File: config.mk
export PLATFORM = sky130hd
export DESIGN_NAME = serial_adder
export DESIGN_NICKNAME = d
export VERILOG_FILES = /design/src/rtl/serial_adder_pkg.sv /design/src/rtl/serial_adder_full_adder_bit.sv /design/src/rtl/serial_adder.sv
export SDC_FILE = /design/constraint.sdc
export NUM_CORES = 1
export LEC_CHECK = 0
export ABC_AREA = 1
export ABC_CLOCK_PERIOD_IN_PS = 2850
export CORE_MARGIN = 8
export CORE_UTILIZATION = 50
export CTS_CLUSTER_SIZE = 28
export DETAILED_ROUTE_END_ITERATION = 10
export PLACE_DENSITY_LB_ADDON = 0.25
export REMOVE_ABC_BUFFERS = 1
export SLEW_MARGIN = 20
export SYNTH_ARGS = -nofsm -noshare
export SYNTH_HDL_FRONTEND = slang
export SYNTH_SLANG_ARGS = --single-unit
export TNS_END_PERCENT = 50
File: constraint.sdc
create_clock -name clk -period 2.85 [get_ports clk]
set_clock_uncertainty 0.1 [all_clocks]
set_input_delay 0.285 -clock clk [delete_from_list [all_inputs] [get_ports clk]]
set_output_delay 0.285 -clock clk [all_outputs]
set_load 0.03 [all_outputs]
File: src/rtl/serial_adder_pkg.sv
// serial_adder_pkg
//   Shared types and constants for the bit-serial adder.
//   sa_state_t       : control FSM state encoding
//   SA_DEFAULT_WIDTH : default operand/sum width
package serial_adder_pkg;

  typedef enum logic [1:0] {
    IDLE,
    LOADED,
    RUN,
    DONE
  } sa_state_t;

  localparam int SA_DEFAULT_WIDTH = 4;

endpackage : serial_adder_pkg

File: src/rtl/serial_adder_full_adder_bit.sv
// full_adder_bit
//   Single combinational full-adder cell used by the serial datapath.
//   a, b : operand bits
//   cin  : carry in
//   s    : sum bit
//   cout : carry out (majority of a, b, cin)
module full_adder_bit (
  input  logic a,
  input  logic b,
  input  logic cin,
  output logic s,
  output logic cout
);

  assign s    = a ^ b ^ cin;
  assign cout = (a & b) | (a & cin) | (b & cin);

endmodule : full_adder_bit

File: src/rtl/serial_adder.sv
// serial_adder
//   Bit-serial unsigned adder. Operands are captured on load and added
//   LSB-first, one bit per clock, once start is seen. The result is held
//   with a level done until start is released.
//   clk   : clock, rising edge
//   rst   : synchronous active-high reset
//   load  : capture A/B
//   start : begin / hold the operation
//   A, B  : operands (WIDTH bits)
//   sum   : (A+B) mod 2^WIDTH, valid while done
//   cout  : carry out of the MSB, valid while done
//   done  : result valid
module serial_adder
  import serial_adder_pkg::*;
#(
  parameter int WIDTH = SA_DEFAULT_WIDTH
) (
  input  logic             clk,
  input  logic             rst,
  input  logic             load,
  input  logic             start,
  input  logic [WIDTH-1:0] A,
  input  logic [WIDTH-1:0] B,
  output logic [WIDTH-1:0] sum,
  output logic             cout,
  output logic             done
);

  localparam int CW = $clog2(WIDTH + 1);
  // Counter value seen on the final (WIDTH-th) RUN edge.
  localparam logic [CW-1:0] LAST = CW'(WIDTH - 1);

  sa_state_t        state_reg, state_next;
  logic [WIDTH-1:0] a_sh_reg, a_sh_next;
  logic [WIDTH-1:0] b_sh_reg, b_sh_next;
  logic [WIDTH-1:0] s_sh_reg, s_sh_next;
  logic             carry_reg, carry_next;
  logic [CW-1:0]    cnt_reg, cnt_next;
  logic [WIDTH-1:0] sum_reg, sum_next;
  logic             cout_reg, cout_next;
  logic             done_reg, done_next;

  logic fa_s;
  logic fa_cout;

  full_adder_bit u_fa (
    .a    (a_sh_reg[0]),
    .b    (b_sh_reg[0]),
    .cin  (carry_reg),
    .s    (fa_s),
    .cout (fa_cout)
  );

  always_ff @(posedge clk) begin
    if (rst) begin
      state_reg <= IDLE;
      a_sh_reg  <= '0;
      b_sh_reg  <= '0;
      s_sh_reg  <= '0;
      carry_reg <= 1'b0;
      cnt_reg   <= '0;
      sum_reg   <= '0;
      cout_reg  <= 1'b0;
      done_reg  <= 1'b0;
    end else begin
      state_reg <= state_next;
      a_sh_reg  <= a_sh_next;
      b_sh_reg  <= b_sh_next;
      s_sh_reg  <= s_sh_next;
      carry_reg <= carry_next;
      cnt_reg   <= cnt_next;
      sum_reg   <= sum_next;
      cout_reg  <= cout_next;
      done_reg  <= done_next;
    end
  end

  always_comb begin
    state_next = state_reg;
    a_sh_next  = a_sh_reg;
    b_sh_next  = b_sh_reg;
    s_sh_next  = s_sh_reg;
    carry_next = carry_reg;
    cnt_next   = cnt_reg;
    sum_next   = sum_reg;
    cout_next  = cout_reg;
    done_next  = done_reg;

    case (state_reg)
      IDLE: begin
        if (load) begin
          a_sh_next  = A;
          b_sh_next  = B;
          s_sh_next  = '0;
          carry_next = 1'b0;
          state_next = LOADED;
        end
      end

      LOADED: begin
        // A fresh load wins over start so the latest operands are used.
        if (load) begin
          a_sh_next  = A;
          b_sh_next  = B;
          s_sh_next  = '0;
          carry_next = 1'b0;
        end else if (start) begin
          cnt_next   = '0;
          state_next = RUN;
        end
      end

      RUN: begin
        carry_next = fa_cout;
        a_sh_next  = a_sh_reg >> 1;
        b_sh_next  = b_sh_reg >> 1;
        s_sh_next  = {fa_s, s_sh_reg[WIDTH-1:1]};
        cnt_next   = cnt_reg + CW'(1);
        // The last sum bit is still in flight, so publish the shifted
        // value directly rather than waiting a cycle for s_sh.
        if (cnt_reg == LAST) begin
          sum_next   = {fa_s, s_sh_reg[WIDTH-1:1]};
          cout_next  = fa_cout;
          done_next  = 1'b1;
          state_next = DONE;
        end
      end

      DONE: begin
        if (load) begin
          a_sh_next  = A;
          b_sh_next  = B;
          s_sh_next  = '0;
          carry_next = 1'b0;
          sum_next   = '0;
          cout_next  = 1'b0;
          done_next  = 1'b0;
          state_next = LOADED;
        end else if (!start) begin
          // Result stays on sum/cout for inspection after done falls.
          done_next  = 1'b0;
          state_next = IDLE;
        end
      end

      default: state_next = IDLE;
    endcase
  end

  assign sum  = sum_reg;
  assign cout = cout_reg;
  assign done = done_reg;

endmodule : serial_adder

==> results.py, run 1 <==
metrics = {
    "setup_path": {
        "critPathTopFamily": "simple AND/OR/NAND/NOR gates",
        "cpPeakStageDelay_ns": 0.61,
        "crit_required_ns": 3.02,
        "cp-end-kind": "flop",
        "critPathArrivalTime_ns": 2.16,
        "cp_num_cells": 7,
        "worstSetupStartpointType": "flop",
        "reg2reg_slack_ns": 0.85,
        "startpoint": "state_reg[0]$_SDFFE_PP0P_",
        "crit_path_end": "a_sh_reg[1]$_SDFFE_PP0P_",
        "path_class": "reg -> reg",
        "critical_path.slowest_cell": "nor2_1",
        "crit_fanout": 15,
        "worstRegToRegCells": 7,
        "r2r-start": "state_reg[0]$_SDFFE_PP0P_",
        "r2r-end": "a_sh_reg[1]$_SDFFE_PP0P_",
        "worstPathCellList": "inv_1 -> ha_1 -> nor2_1 -> nand2_1 -> nand3_1 -> nand2_1 -> inv_1",
        "path_buf_inv": 2,
    },
    "clock_tree": {
        "cts-buffers-inserted": 3,
        "cts_max_level": 1,
        "clock-root-buffer": "clkbuf_4",
        "clk_latency_ns": 0.31,
        "clk_pin_slew_ns": 0.13,
        "postCtsResizedCells": 0,
        "cts_buffer_depth": 2,
        "ctsHoldBuffers": 0,
        "cts_tree": "yes",
        "post_cts_buffers": 0,
        "cts_sinks": 23,
    },
    "synthesis": {
        "synth_common_cells": "51 x nand2_1, 23 x dfxtp_1, 19 x inv_1, 19 x nand3_1, 14 x nor2_1",
        "synth_area_um2": 1120,
        "synth.top_cell.area_share": 0.412,
        "synthCells": 160,
        "synth_cell_type_count": 18,
        "synth_seq_cells": 23,
        "async_flop_share": 0,
        "synth.avg_cell_area_um2": 6.99,
        "synth_edf_count": 0,
        "synth.most_common_cell": "nand2_1",
        "yosys-top-cells-area": "dfxtp_1 41%, nand2_1 17%, nand3_1 8.5%, ha_1 6.7%, inv_1 6.4%",
        "ys.flop_type": "dfxtp_1",
        "synth_warnings": 0,
        "synth-seq-area-share": 0.412,
        "synth_top_area_cell": "dfxtp_1",
    },
    "cells_and_area": {
        "regArea_um2": 460,
        "syn_to_final_growth_pct": 19.2,
        "fill_cells": 222,
        "drive_gt1_frac": 0.0449,
        "n_antenna_cell": 0,
        "multi_input_area_um2": 556,
        "finish.net_count": 198,
    },
    "detailed_routing": {
        "finalWirelength_um": 2260,
        "dr_total_vias": 1032,
        "drc": 0,
        "viasPerCell": 5.01,
        "dr.first_iter.drc_count": 39,
        "ant_nets": 0,
        "post_drt_wl_per_cell_um": 11.0,
        "dr.pass1.iters": 4,
    },
    "sta": {
        "timing.final.hold_violations": 0,
        "slew_violations": 0,
        "setup_viol": 0,
        "worstMarginPinSlew_ns": 0.673,
        "finalSetupTns_ns": 0,
        "relSlewSlack": 0.550,
        "finalWorstSetupSlack_ns": 0.851,
        "min_period_over_period": 0.701,
        "rsz0062_at_grt": "false",
        "min_period_ns": 2.00,
        "fmax_ghz": 0.500,
    },
    "placement": {
        "pre_cts_ws_ns": 0.884,
        "numPortBuffers": 17,
        "dpl.hpwl_um": 1740,
        "place_congestion": 0.807,
    },
    "floorplanning": {
        "initial_core_util": 0.516,
        "rows": 17,
        "die_area_um2": 4010,
        "fp.coreArea_um2": 2170,
        "ios": 18,
        "die_h_um": 63.3,
        "die_w_um": 63.3,
    },
    "pwr": {
        "power.leakage_uw": 0.000603,
        "power_density_nw_per_um2": 684,
        "finalPower_uw": 912,
        "ir_drop_mv": 0.433,
    },
    "job": {
        "maxCapViolCount": 0,
    },
    "global_routing": {
        "antenna_found_initial": 0,
        "grt_pass1_vias": 1034,
        "grt_pass1_wl_um": 4080,
        "grt_usage": 0.118,
        "grt_max_degree": 16,
        "overflow": 0,
    },
    "status": {
        "status": "complete, no violations",
    },
    "hold_path": {
        "hold_path.class": "reg -> reg",
    },
}
-- worst min-delay path by stage --
| stage | from | end | slack, ns | cells past startpoint |
|---|---|---|---|---|
| after floorplan | rst | a_sh_reg[3]$_SDFFE_PP0P_ | 0.25 | 1 |
| final | sum[1]$_SDFFE_PP0P_ | sum[1]$_SDFFE_PP0P_ | 0.38 | 2 |
| after detailed placement | done$_SDFFE_PP0P_ | done$_SDFFE_PP0P_ | 0.36 | 2 |
| after global routing | cnt_reg[2]$_SDFFE_PP0P_ | cnt_reg[2]$_SDFFE_PP0P_ | 0.40 | 2 |
| after global placement | sum[2]$_SDFFE_PP0P_ | sum[2]$_SDFFE_PP0P_ | 0.35 | 2 |
| after CTS | sum[1]$_SDFFE_PP0P_ | sum[1]$_SDFFE_PP0P_ | 0.38 | 2 |
-- logic make-up after synthesis --
family / Yosys count / synth area share
adders and majority gates: 7 / 0.0850
DFF: 23 / 0.412
buffers and inverters: 25 / 0.0917
and+or+nand+nor: 87 / 0.327
AOI/OAI and AO/OA: 18 / 0.0850
-- layout by cell type, fill, tap and decap left out, drive strengths merged --
master         instances
nand2                 52
dfxtp                 23
nand3                 21
inv                   20
clkdlybuf4s50         17
nor2                  14
a21oi                 13
ha                     6
clkbuf                 4
o21ai                  3
a22oi                  2
clkinv                 1
fa                     1
buf                    1
-- report_power, final --
| part | internal [uW] | total (uW) | leakage (uW) | switching, uW |
|---|---|---|---|---|
| combinational | 132 | 369 | 0.000400 | 237 |
| clock | 54.6 | 151 | 0.0000150 | 95.9 |
| sequential | 359 | 392 | 0.000187 | 32.8 |
| total | 546 | 912 | 0.000603 | 366 |
-- per-layer routing --
| metal | part of all wire | global-route usage | up-vias |
|---|---|---|---|
| met5 | 0 | 0 | - |
| met2 | 0.48 | 0.201 | 27 |
| li1 | - | - | 539 |
| met3 | 0.049 | 0.0371 | 4 |
| met1 | 0.46 | 0.132 | 462 |
| met4 | 0.012 | 0.0474 | 0 |
-- layout make-up --
type	instances	share of cell area
multi-input combinational	112	0.417
sequential	23	0.345
timing repair buffer	18	0.133
inverter	21	0.0591
tap	28	0.0263
clock buffer	4	0.0197
-- per-stage QoR --
step | utilization | instance area (um^2) | std cells | hold WS [ns]
floorplan | - | 1090 | 156 | 0.254
global placement | 0.603 | 1310 | 202 | 0.346
detailed placement | 0.603 | 1310 | 202 | 0.359
CTS | 0.615 | 1330 | 206 | 0.377
global route | 0.615 | 1330 | 206 | 0.400
finish | 0.615 | 1330 | 206 | 0.376
-- tightest hold or removal path, delay by kind of cell (launching register included) --
| kind | cells | cell delay [ns] |
|---|---|---|
| AO/OA/AOI/OAI | 1 | 0.05 |
| flip-flops | 1 | 0.33 |
| AND/OR/NAND/NOR | 1 | 0.06 |
Power figures use the tool's default switching activity.
==> run 2, diff against run 1 <==
ABC_CLOCK_PERIOD_IN_PS = 2000   (was 2850)
clock period = 2 ns   (was 2.85 ns; I/O delays follow)
==> results.py, run 2 (synthesis results as in run 1) <==
metrics = {
    "pwr": {
        "power.leakage_uw": 0.000622,
        "power_density_nw_per_um2": 979,
        "ir_drop_mv": 0.636,
    },
    "clock_tree": {
        "ctsHoldBuffers": 0,
        "cts_buffer_depth": 2,
        "cts_sinks": 23,
        "postCtsResizedCells": 0,
        "cts-buffers-inserted": 3,
        "post_cts_buffers": 0,
        "cts_tree": "yes",
        "clk_latency_ns": 0.30,
        "cts_max_level": 1,
        "clk_pin_slew_ns": 0.12,
        "clock-root-buffer": "clkbuf_4",
    },
    "setup_path": {
        "cpPeakStageDelay_ns": 0.40,
        "crit_required_ns": 2.11,
        "r2r-end": "cout$_SDFFE_PP0P_",
        "worstPathCellList": "inv_1 -> ha_1 -> inv_2 -> nand2_2 -> nand3_2 -> a22oi_1 -> nor2_1",
        "r2r-start": "state_reg[0]$_SDFFE_PP0P_",
        "critical_path.slowest_cell": "ha_1",
        "crit_fanout": 10,
        "path_class": "reg -> reg",
        "critPathArrivalTime_ns": 1.85,
        "reg2reg_slack_ns": 0.26,
        "worstRegToRegCells": 7,
        "worstSetupStartpointType": "flop",
        "cp-end-kind": "flop",
        "startpoint": "state_reg[0]$_SDFFE_PP0P_",
    },
    "global_routing": {
        "grt_usage": 0.131,
        "antenna_found_initial": 0,
        "overflow": 0,
        "grt_pass1_wl_um": 4390,
        "grt_max_degree": 15,
        "grt_pass1_vias": 1033,
    },
    "placement": {
        "pre_cts_ws_ns": 0.301,
        "dpl.hpwl_um": 1860,
        "place_congestion": 0.774,
        "numPortBuffers": 17,
    },
    "detailed_routing": {
        "post_drt_wl_per_cell_um": 11.4,
        "dr.pass1.iters": 4,
        "viasPerCell": 4.90,
        "ant_nets": 0,
        "finalWirelength_um": 2390,
        "drc": 0,
        "dr_total_vias": 1030,
        "dr.first_iter.drc_count": 34,
    },
    "cells_and_area": {
        "finish.net_count": 202,
        "syn_to_final_growth_pct": 21.9,
        "layout_common_cells": "51 x nand2_1, 23 x dfxtp_1, 19 x inv_1, 19 x nand3_1, 17 x clkdlybuf4s50_1",
        "n_antenna_cell": 0,
        "drive_gt1_frac": 0.0659,
        "layout_commonest_cell": "nand2_1",
    },
    "hold_path": {
        "hold_path.class": "reg -> reg",
        "min_delay_worst_endpoint": "s_sh_reg[1]$_SDFFE_PP0P_",
        "whs_path_depth": 2,
        "hold_start": "s_sh_reg[1]$_SDFFE_PP0P_",
    },
    "sta": {
        "min_period_over_period": 0.871,
        "relSlewSlack": 0.740,
        "finalSetupTns_ns": 0,
        "rsz0062_at_grt": "false",
        "setup_viol": 0,
        "fmax_ghz": 0.574,
        "min_period_ns": 1.74,
        "finalWorstSetupSlack_ns": 0.257,
        "worstMarginPinSlew_ns": 0.390,
        "timing.final.hold_violations": 0,
        "slew_violations": 0,
    },
    "status": {
        "status": "complete, no violations",
    },
    "floorplanning": {
        "rows": 17,
        "ios": 18,
        "die_h_um": 63.3,
        "fp.coreArea_um2": 2170,
        "initial_core_util": 0.516,
        "die_w_um": 63.3,
        "die_area_um2": 4010,
    },
    "job": {
        "maxCapViolCount": 0,
    },
}
## run 2: changes by cell type in the layout (fill, tap and decap cells not counted), sizes merged
cell  change
buf       +4
## run 2: final cells by class
cell class / count / area, um^2
multi-input cells: 112 / 556
repair buffers: 22 / 208
fillers: 211 / 806
flip-flops and latches: 23 / 460
well taps: 28 / 35.0
inverters: 21 / 78.8
clock buffers: 4 / 26.3
## run 2: critical path, delay by kind of cell (launching register included)
kind	cells	cell delay, ns
fa+ha+maj	1	0.40
simple gates	3	0.29
compound gates	1	0.17
buf+inv	2	0.30
flops	1	0.38
## run 2: per-stage QoR
stage          power [uW]  instances  cell area [um^2]  hold slack [ns]   util
2_1_floorplan         961        156              1090            0.169      -
6_report             1330        210              1360            0.369  0.629
3_3_place_gp         1110        206              1340            0.348  0.616
4_1_cts              1350        210              1360            0.363  0.629
5_1_grt              1460        210              1360            0.375  0.629
3_5_place_dp         1130        206              1340            0.351  0.616
## run 2: worst max path at each step
| stage | to | slack (ns) |
|---|---|---|
| CTS | cout$_SDFFE_PP0P_ | 0.27 |
| global route | sum[3]$_SDFFE_PP0P_ | 0.08 |
| detailed placement | cnt_reg[0]$_SDFFE_PP0P_ | 0.30 |
| global placement | sum[3]$_SDFFE_PP0P_ | 0.35 |
| floorplan | a_sh_reg[0]$_SDFFE_PP0P_ | 0.37 |
| finish | cout$_SDFFE_PP0P_ | 0.26 |
## run 2: power by group
| part | internal (uW) | switching [uW] | total, uW |
|---|---|---|---|
| Clock | 77.7 | 135 | 212 |
| Sequential | 512 | 46.9 | 559 |
| Combinational | 213 | 350 | 563 |
## run 2: per-layer routing
layer	GRT usage	wire (um)	part of all wire
met4	0.0418	18	0.0075
met3	0.0336	114	0.048
met5	0	0	0
met1	0.147	1100	0.46
met2	0.234	1160	0.48
==> run 3, diff against run 2 <==
CORE_MARGIN = 2   (was 8)
CTS_CLUSTER_DIAMETER = 100   (was unset)
==> results.py, run 3 (synthesis results as in run 1) <==
metrics = {
    "sta": {
        "finalSetupTns_ns": 0,
        "fmax_ghz": 0.569,
        "timing.final.hold_violations": 0,
        "relSlewSlack": 0.753,
        "min_period_ns": 1.76,
        "slew_violations": 0,
        "rsz0062_at_grt": "false",
        "setup_viol": 0,
        "min_period_over_period": 0.879,
        "finalWorstSetupSlack_ns": 0.242,
        "worstMarginPinSlew_ns": 0.366,
    },
    "clock_tree": {
        "postCtsResizedCells": 0,
        "clk_pin_slew_ns": 0.13,
        "post_cts_buffers": 0,
        "cts_tree": "yes",
        "cts_max_level": 1,
        "clock-root-buffer": "clkbuf_4",
        "cts_sinks": 23,
        "clk_latency_ns": 0.30,
        "ctsHoldBuffers": 0,
        "cts-buffers-inserted": 3,
        "cts_buffer_depth": 2,
    },
    "pwr": {
        "p_clk_frac": 0.159,
        "p_seq_frac": 0.416,
        "power_density_nw_per_um2": 981,
        "p_sw_uw": 539,
        "pwr-share-comb": 0.425,
        "power.leakage_uw": 0.000625,
        "finalPower_uw": 1340,
        "p_int_uw": 801,
        "switching_share": 0.402,
        "ir_drop_mv": 0.584,
    },
    "setup_path": {
        "crit_required_ns": 2.11,
        "critPathArrivalTime_ns": 1.87,
        "path_class": "reg -> reg",
        "crit_fanout": 10,
        "cp-end-kind": "flop",
        "worstSetupStartpointType": "flop",
    },
    "detailed_routing": {
        "finalWirelength_um": 2270,
        "dr_total_vias": 1067,
        "ant_nets": 0,
        "dr.first_iter.drc_count": 35,
        "viasPerCell": 5.08,
        "post_drt_wl_per_cell_um": 10.8,
        "drc": 0,
        "dr.pass1.iters": 4,
    },
    "floorplanning": {
        "rows": 17,
        "fp.coreArea_um2": 2170,
        "ios": 18,
        "initial_core_util": 0.516,
        "die_w_um": 51.3,
        "die_area_um2": 2630,
        "die_h_um": 51.3,
    },
    "global_routing": {
        "grt_pass1_wl_um": 4000,
        "grt_max_degree": 15,
        "antenna_found_initial": 0,
        "overflow": 0,
        "grt_pass1_vias": 1028,
        "grt_usage": 0.196,
    },
    "cells_and_area": {
        "drive_gt1_frac": 0.0714,
        "n_antenna_cell": 0,
        "layout_commonest_cell": "nand2_1",
        "finish.net_count": 202,
        "syn_to_final_growth_pct": 22.0,
        "fill_cells": 217,
        "layout_common_cells": "51 x nand2_1, 23 x dfxtp_1, 19 x inv_1, 19 x nand3_1, 17 x clkdlybuf4s50_1",
    },
    "placement": {
        "place_congestion": 0.776,
        "numPortBuffers": 17,
        "pre_cts_ws_ns": 0.253,
        "dpl.hpwl_um": 1750,
    },
    "status": {
        "status": "complete, no violations",
    },
    "hold_path": {
        "hold_path.class": "reg -> reg",
    },
    "job": {
        "maxCapViolCount": 0,
    },
}
[run 3: cell types whose count changed in the layout (fill, tap and decap cells not counted)]
| cell | before | now |
|---|---|---|
| clkbuf_1 | 1 | 0 |
| clkinv_2 | 0 | 1 |
[run 3: final cells by class]
class / count / area [um^2] / area share
Clock inverter: 1 / 5.00 / 0.00367
Sequential cell: 23 / 460 / 0.337
Inverter: 21 / 78.8 / 0.0577
Clock buffer: 3 / 22.5 / 0.0165
Timing Repair Buffer: 22 / 208 / 0.152
Multi-Input combinational cell: 112 / 556 / 0.407
Tap cell: 28 / 35.0 / 0.0257
[run 3: worst paths after layout]
kind | startpoint | to | slack, ns | cells past startpoint
worst max register to register | state_reg[0]$_SDFFE_PP0P_ | cout$_SDFFE_PP0P_ | 0.24 | 7
worst min register to register | sum[0]$_SDFFE_PP0P_ | sum[0]$_SDFFE_PP0P_ | 0.37 | 2
worst min-delay path | sum[0]$_SDFFE_PP0P_ | sum[0]$_SDFFE_PP0P_ | 0.37 | 2
worst max-delay path | state_reg[0]$_SDFFE_PP0P_ | cout$_SDFFE_PP0P_ | 0.24 | 7
[run 3: metrics by stage]
| stage | std cells | instance area, um^2 | hold slack [ns] | util |
|---|---|---|---|---|
| 2_1_floorplan | 156 | 1090 | 0.169 | - |
| 3_3_place_gp | 206 | 1340 | 0.347 | 0.616 |
| 3_5_place_dp | 206 | 1340 | 0.353 | 0.616 |
| 4_1_cts | 210 | 1370 | 0.368 | 0.629 |
| 5_1_grt | 210 | 1370 | 0.368 | 0.629 |
| 6_report | 210 | 1370 | 0.367 | 0.629 |
[run 3: critical path, stage by stage, from the launching register on]
cell and delay, ns:
dfxtp_1 0.37, inv_1 0.11, ha_1 0.39, inv_2 0.18, nand2_2 0.12, nand3_2 0.13
a22oi_1 0.18, nor2_1 0.07
[run 3: power by group through the flow]
stage               sequential [uW]  clock [uW]  combinational (uW)
detailed placement              569           0                 560
global placement                564           0                 541
global route                    568         239                 660
floorplan                       558           0                 404
CTS                             559         221                 563
finish                          558         213                 569
[run 3: metal layers]
layer | part of all wire | track usage
met2 | 0.50 | 0.390
met5 | 0 | 0
met1 | 0.44 | 0.215
met3 | 0.056 | 0.0439
met4 | 0.0040 | 0.0263
